$ cat config.mk
export PLATFORM = sky130hd
export DESIGN_NAME = rb_arbiter
export DESIGN_NICKNAME = d
export VERILOG_FILES = /design/src/rtl/rb_arbiter.sv
export SDC_FILE = /design/constraint.sdc
export NUM_CORES = 1
export LEC_CHECK = 0
export BUFFER_PORTS_ARGS = -buffer_cell sky130_fd_sc_hd__buf_2
export CAP_MARGIN = 0
export CELL_PAD_IN_SITES_DETAIL_PLACEMENT = 1
export CELL_PAD_IN_SITES_GLOBAL_PLACEMENT = 2
export CORE_AREA = 2 2 98 71
export DETAILED_ROUTE_END_ITERATION = 6
export DIE_AREA = 0 0 100 73
export PLACE_DENSITY_LB_ADDON = 0.08
export SYNTH_ARGS = -nofsm -noshare
export SYNTH_HDL_FRONTEND = slang
export SYNTH_SLANG_ARGS = --single-unit
export TNS_END_PERCENT = 100
$ cat constraint.sdc
create_clock -name clk -period 4.8 [get_ports clk]
set_clock_uncertainty 0.15 [all_clocks]
set_input_delay 0.96 -clock clk [delete_from_list [all_inputs] [get_ports clk]]
set_output_delay 0.96 -clock clk [all_outputs]
set_load 0.05 [all_outputs]
$ cat src/rtl/rb_arbiter.sv
// rtl/rb_arbiter.sv - two-port round-robin burst arbiter in front of a single register bank
// Bank strobes are decoded from the FSM state; grant/valid/done/rdata are registered.
module rb_arbiter #(
  parameter int AW = 5,
  parameter int DW = 8
) (
  input  logic          clk,
  input  logic          rst,
  input  logic          req0,
  input  logic          req1,
  input  logic          rw0,
  input  logic          rw1,
  input  logic [AW-1:0] addr0,
  input  logic [AW-1:0] addr1,
  input  logic [4:0]    len0,
  input  logic [4:0]    len1,
  input  logic [DW-1:0] wdata0,
  input  logic [DW-1:0] wdata1,
  output logic          gnt0,
  output logic          gnt1,
  output logic          ack0,
  output logic          ack1,
  output logic          dv0,
  output logic          dv1,
  output logic          done0,
  output logic          done1,
  output logic [DW-1:0] rdata,
  output logic          RB_RW,
  output logic [AW-1:0] RB_A,
  output logic [DW-1:0] RB_D,
  input  logic [DW-1:0] RB_Q
);

  typedef enum logic [1:0] {IDLE, XFER, RELEASE} state_t;

  state_t        r_state;
  logic          r_owner;
  logic          r_last;
  logic          r_rw;
  logic [AW-1:0] r_start;
  logic [4:0]    r_len;
  logic [4:0]    r_beat;

  logic w_pick;
  logic w_xfer;
  logic w_last;

  // On a tie the port that did not own the previous burst wins.
  assign w_pick = (req0 && req1) ? ~r_last : req1;
  assign w_xfer = (r_state == XFER);
  // len 0 wraps to 31 here, giving a 32-beat burst.
  assign w_last = (r_beat == r_len - 5'd1);

  assign ack0  = w_xfer && !r_owner;
  assign ack1  = w_xfer &&  r_owner;
  assign RB_RW = w_xfer ? r_rw : 1'b1;
  assign RB_A  = w_xfer ? r_start + AW'(r_beat) : '0;
  assign RB_D  = (w_xfer && !r_rw) ? (r_owner ? wdata1 : wdata0) : '0;

  always_ff @(posedge clk or posedge rst) begin
    if (rst) begin
      r_state <= IDLE;
      r_owner <= 1'b0;
      r_last  <= 1'b1;
      r_rw    <= 1'b1;
      r_start <= '0;
      r_len   <= '0;
      r_beat  <= '0;
      gnt0    <= 1'b0;
      gnt1    <= 1'b0;
      dv0     <= 1'b0;
      dv1     <= 1'b0;
      done0   <= 1'b0;
      done1   <= 1'b0;
      rdata   <= '0;
    end else begin
      dv0   <= 1'b0;
      dv1   <= 1'b0;
      done0 <= 1'b0;
      done1 <= 1'b0;
      case (r_state)
        IDLE: begin
          if (req0 || req1) begin
            r_owner <= w_pick;
            r_rw    <= w_pick ? rw1 : rw0;
            r_start <= w_pick ? addr1 : addr0;
            r_len   <= w_pick ? len1 : len0;
            r_beat  <= '0;
            gnt0    <= ~w_pick;
            gnt1    <= w_pick;
            r_state <= XFER;
          end
        end
        XFER: begin
          r_beat <= r_beat + 5'd1;
          if (r_rw) begin
            rdata <= RB_Q;
            dv0   <= ~r_owner;
            dv1   <= r_owner;
          end
          if (w_last) begin
            gnt0    <= 1'b0;
            gnt1    <= 1'b0;
            done0   <= ~r_owner;
            done1   <= r_owner;
            r_state <= RELEASE;
          end
        end
        RELEASE: begin
          r_last  <= r_owner;
          r_beat  <= '0;
          r_state <= IDLE;
        end
        default: r_state <= IDLE;
      endcase
    end
  end

endmodule

Word level (Yosys, flattened, before mapping)
Index checks and enable logic that the tools add are counted.
{"block": "word_totals", "out_inout_bits": 30, "word_cells": 66, "inputBits": 50, "ff_bits": 34}
{"block": "op_classes", "n_reduce_logical": 15, "addsub": 3, "n_bitwise": 3, "eq_ne": 5, "mux": 26}
{"cell": "$mux 5", "n": 4}
{"cell": "$mux 8", "n": 2}
{"cell": "$pmux 5 s3", "n": 1}
{"cell": "$mux 1", "n": 14}
{"cell": "$reduce_and 2->1", "n": 4}
{"cell": "$add 5x1->5 const B", "n": 1}
{"cell": "$add 5x5->5", "n": 1}
{"cell": "$eq 5x5->1", "n": 1}
{"cell": "$sub 5x1->5 const B", "n": 1}
{"cell": "$logic_and 1x1->1", "n": 4}
{"cell": "$mux 2", "n": 2}
{"cell": "$pmux 1 s2", "n": 2}
{"cell": "$pmux 2 s2", "n": 1}
{"cell": "$not 1->1", "n": 3}
{"cell": "$reduce_and 3->1", "n": 1}
{"cell": "$reduce_bool 3->1", "n": 1}
{"cell": "$eq 2x1->1 const B", "n": 1}
{"cell": "$eq 2x2->1 const B", "n": 1}
{"cell": "$logic_not 1->1", "n": 2}
{"cell": "$logic_not 2->1", "n": 1}
{"cell": "$ne 2x1->1 const B", "n": 1}
{"cell": "$ne 2x2->1 const B", "n": 1}
{"cell": "$reduce_bool 2->1", "n": 1}
{"cell": "$logic_or 1x1->1", "n": 1}

Logic depth before layout (Yosys ltp)
{"block": "logic_depth", "depth_word": 5, "ltp_mapped": 6, "ltp_nobuf": 6}

Worst setup path after synthesis
No wires, ideal clock.
{"block": "synth_path", "kind": "flip-flop to output port", "start": "register r_beat[0]", "end": "output RB_A[4]", "t_required_ns": 3.690, "arrival_time_ns": 2.074, "path_stages_with_launch": 7, "path_slack_ns": 1.616, "path_buffers": 0, "path_cell_list": "dfrtp_1 ha_1 fa_1 a21o_1 a21oi_1 xnor2_1 nor2_1"}
{"block": "synth_via", "elab_chain_len": 2}
{"element": "start, declared", "line_no": "42", "rtl": "logic [4:0] r_beat;"}
{"element": "start signal, assigned", "line_no": "95", "rtl": "r_beat <= r_beat + 5'd1;"}
{"element": "$add 5x5->5", "line_no": "57", "rtl": "assign RB_A = w_xfer ? r_start + AW'(r_beat) : '0;"}
{"element": "$mux 5", "line_no": "57"}
{"element": "end, declared", "line_no": "29", "rtl": "output logic [AW-1:0] RB_A,"}
Every way passes these cells.

Worst setup path in the final report
Same ends and word-level chain as after synthesis.

==> reports/qor.yml <==
yosys:
  yosys-top-cells-count: "dfrtp_1, nor2_1, nor2b_1"
  synth_top_area_share: 0.431
  syn-num-nets: 232
  synth_seq_cells: 34
  avgSynthCellArea_um2: 10.6
  seq_area_frac_synth: 0.460
  syn_inst: 175
  synth.most_common_cell: "dfrtp_1"
  yosys_warnings: 0
  netlist_area_mm2: 0.00186
  synth_edf_count: 0
  yosysTopAreaCell: "dfrtp_1"
  ys.flop_type: "dfrtp_1"
  synth_cell_type_count: 38
  synth_area_leaders: "dfrtp_1, a221o_1, mux2_2"
  synth_async_sr_flop_share: 1.00
sta:
  setup_tns_ps: 0
  slew_violations: 0
  slew_headroom: 0.363
  tightest_slew_ps: 954
  fin_crit_ps: 3330
  final.period_utilization: 0.693
  hold_viol_final: 0
  rsz0062_at_grt: "no"
  setup_viol: 0
  fmax_mhz: 301
layout:
  syn_to_final_growth_pct: 33.4
  multiInputGateArea_um2: 956
  nets: 311
  seq_area_um2: 853
  drive_above_1_share: 0.416
  antennaDiodeCount: 0
  n_fill_cell: 781
critical_path:
  worstReg2RegStart: "r_len[0]"
  crit_fanout: 6
  critPathArrivalTime_ps: 2220
  cp-start-kind: "flop"
  ff2ff_path_depth: 6
  r2r_end: "gnt1"
  crit_end: "RB_A[4]"
  endpoint_kind: "primary output"
  cp-startpoint: "r_beat[0]"
  cp.required_ps: 3690
  path_class: "flop to primary output"
  reg2reg_slack_ps: 2510
drt:
  wl_mm: 5.38
  viasPerCell: 4.83
  first_iter_violations: 32
  remaining_drc_errors: 0
  vias: 1623
  ant_nets: 0
  firstDrtPassIters: 5
  wire_per_inst_um: 16.0
die:
  core.rowCount: 25
  fp.coreArea_mm2: 0.00651
  start_util: 0.285
  io_pins: 80
  die_w_um: 100
  die_area_mm2: 0.00730
  die_y_um: 73
clock_tree:
  cts_tree: "yes"
  cts_hold_buf: 0
  cts-root-buf: "clkbuf_8"
  ctsResizeCount: 0
  clk_pin_slew_ps: 80
  ctsLongestPathBuffers: 2
  cts-htree-levels: 2
  cts_buffers: 5
  cts_sinks: 34
  clk_latency_ps: 290
  cts_setup_buffers: 0
grt:
  grt_pass1_vias: 1733
  grt_overflow: 0
  grt_pass1_wl_mm: 8.65
  antenna_found_initial: 0
  grt_max_degree: 35
  grt_util_all_layers: 0.155
worst_hold_path:
  hold_path_startpoint: "rdata[7]"
  worstHoldPathType: "flop to flop"
placed_design:
  place_hpwl_mm: 4.02
  port_buffers: 79
  gp_congestion: 0.796
status:
  status: "completed"
flow_run:
  maxCapViolations: 0
## how the worst min path moves through the flow
| stage | endpoint | slack [ps] | cells past startpoint |
|---|---|---|---|
| 2_1_floorplan | dv0 | 370 | 1 |
| 3_3_place_gp | rdata[1] | 340 | 1 |
| 3_5_place_dp | rdata[4] | 340 | 1 |
| 6_report | rdata[7] | 360 | 1 |
| 5_1_grt | rdata[5] | 380 | 1 |
| 4_1_cts | rdata[7] | 360 | 1 |
## metal layers
metal / GRT usage / routed length (um) / share of wire
met3: 0.0565 / 365 / 0.068
met1: 0.216 / 2740 / 0.51
met2: 0.230 / 2250 / 0.42
met5: 0 / 0 / 0
met4: 0.0411 / 33 / 0.0061
## sequential cells by signal (all words and copies together) (netlist names)
signal,cells
dv0,1
dv1,1
done1,1
r_beat,5
gnt1,1
r_len,5
gnt0,1
r_rw,1
r_state,2
rdata,8
r_last,1
done0,1
r_start,5
r_owner,1
## metrics by stage
step                setup slack (ps)  hold WS (ps)   util  cells  area [um^2]
finish                          1470           355  0.381    336         2480
global route                    1300           380  0.381    336         2480
CTS                             1460           363  0.381    336         2480
detailed placement              1790           338  0.360    328         2340
global placement                1810           337  0.360    328         2340
floorplan                       1620           372      -    175         1860
## cells in the final DEF (no fill, tap or decap), types with 3 or more instances in the layout
| master | count |
|---|---|
| nor2_1 | 17 |
| inv_1 | 3 |
| a21o_1 | 3 |
| ha_1 | 6 |
| xor2_1 | 5 |
| dfrtp_1 | 32 |
| xnor2_1 | 6 |
| clkbuf_8 | 5 |
| buf_2 | 79 |
| a221o_1 | 11 |
| nor2b_1 | 13 |
| o21ai_0 | 5 |
| mux2i_1 | 8 |
| and2_1 | 7 |
| nand2_1 | 11 |
| mux2_2 | 9 |
## critical path, cell delays in order, from the launching register on
cell and delay, ps:
dfrtp_1 460, ha_1 240, fa_1 410, a21o_1 180
a21oi_1 180, xnor2_1 90, nor2_1 90, buf_2 280
## layout make-up
| cell class | count | area share |
|---|---|---|
| Clock buffer | 5 | 0.0278 |
| Clock inverter | 3 | 0.0278 |
| Inverter | 5 | 0.00758 |
| Multi-Input combinational cell | 127 | 0.386 |
| Sequential cell | 34 | 0.344 |
| Tap cell | 81 | 0.0409 |
| Timing Repair Buffer | 81 | 0.166 |
## kinds of logic after synthesis
group / Yosys count / share of synthesized area
flip-flops: 34 / 0.460
multiplexers: 17 / 0.0977
XOR/XNOR: 11 / 0.0519
AND/OR/NAND/NOR: 60 / 0.166
buffers and inverters: 14 / 0.0310
AO/OA/AOI/OAI: 32 / 0.142
adder cells (fa/ha/maj): 7 / 0.0512
Power is not shown: default switching activity piles up to over one toggle a cycle in this logic, so the estimate is an artifact.
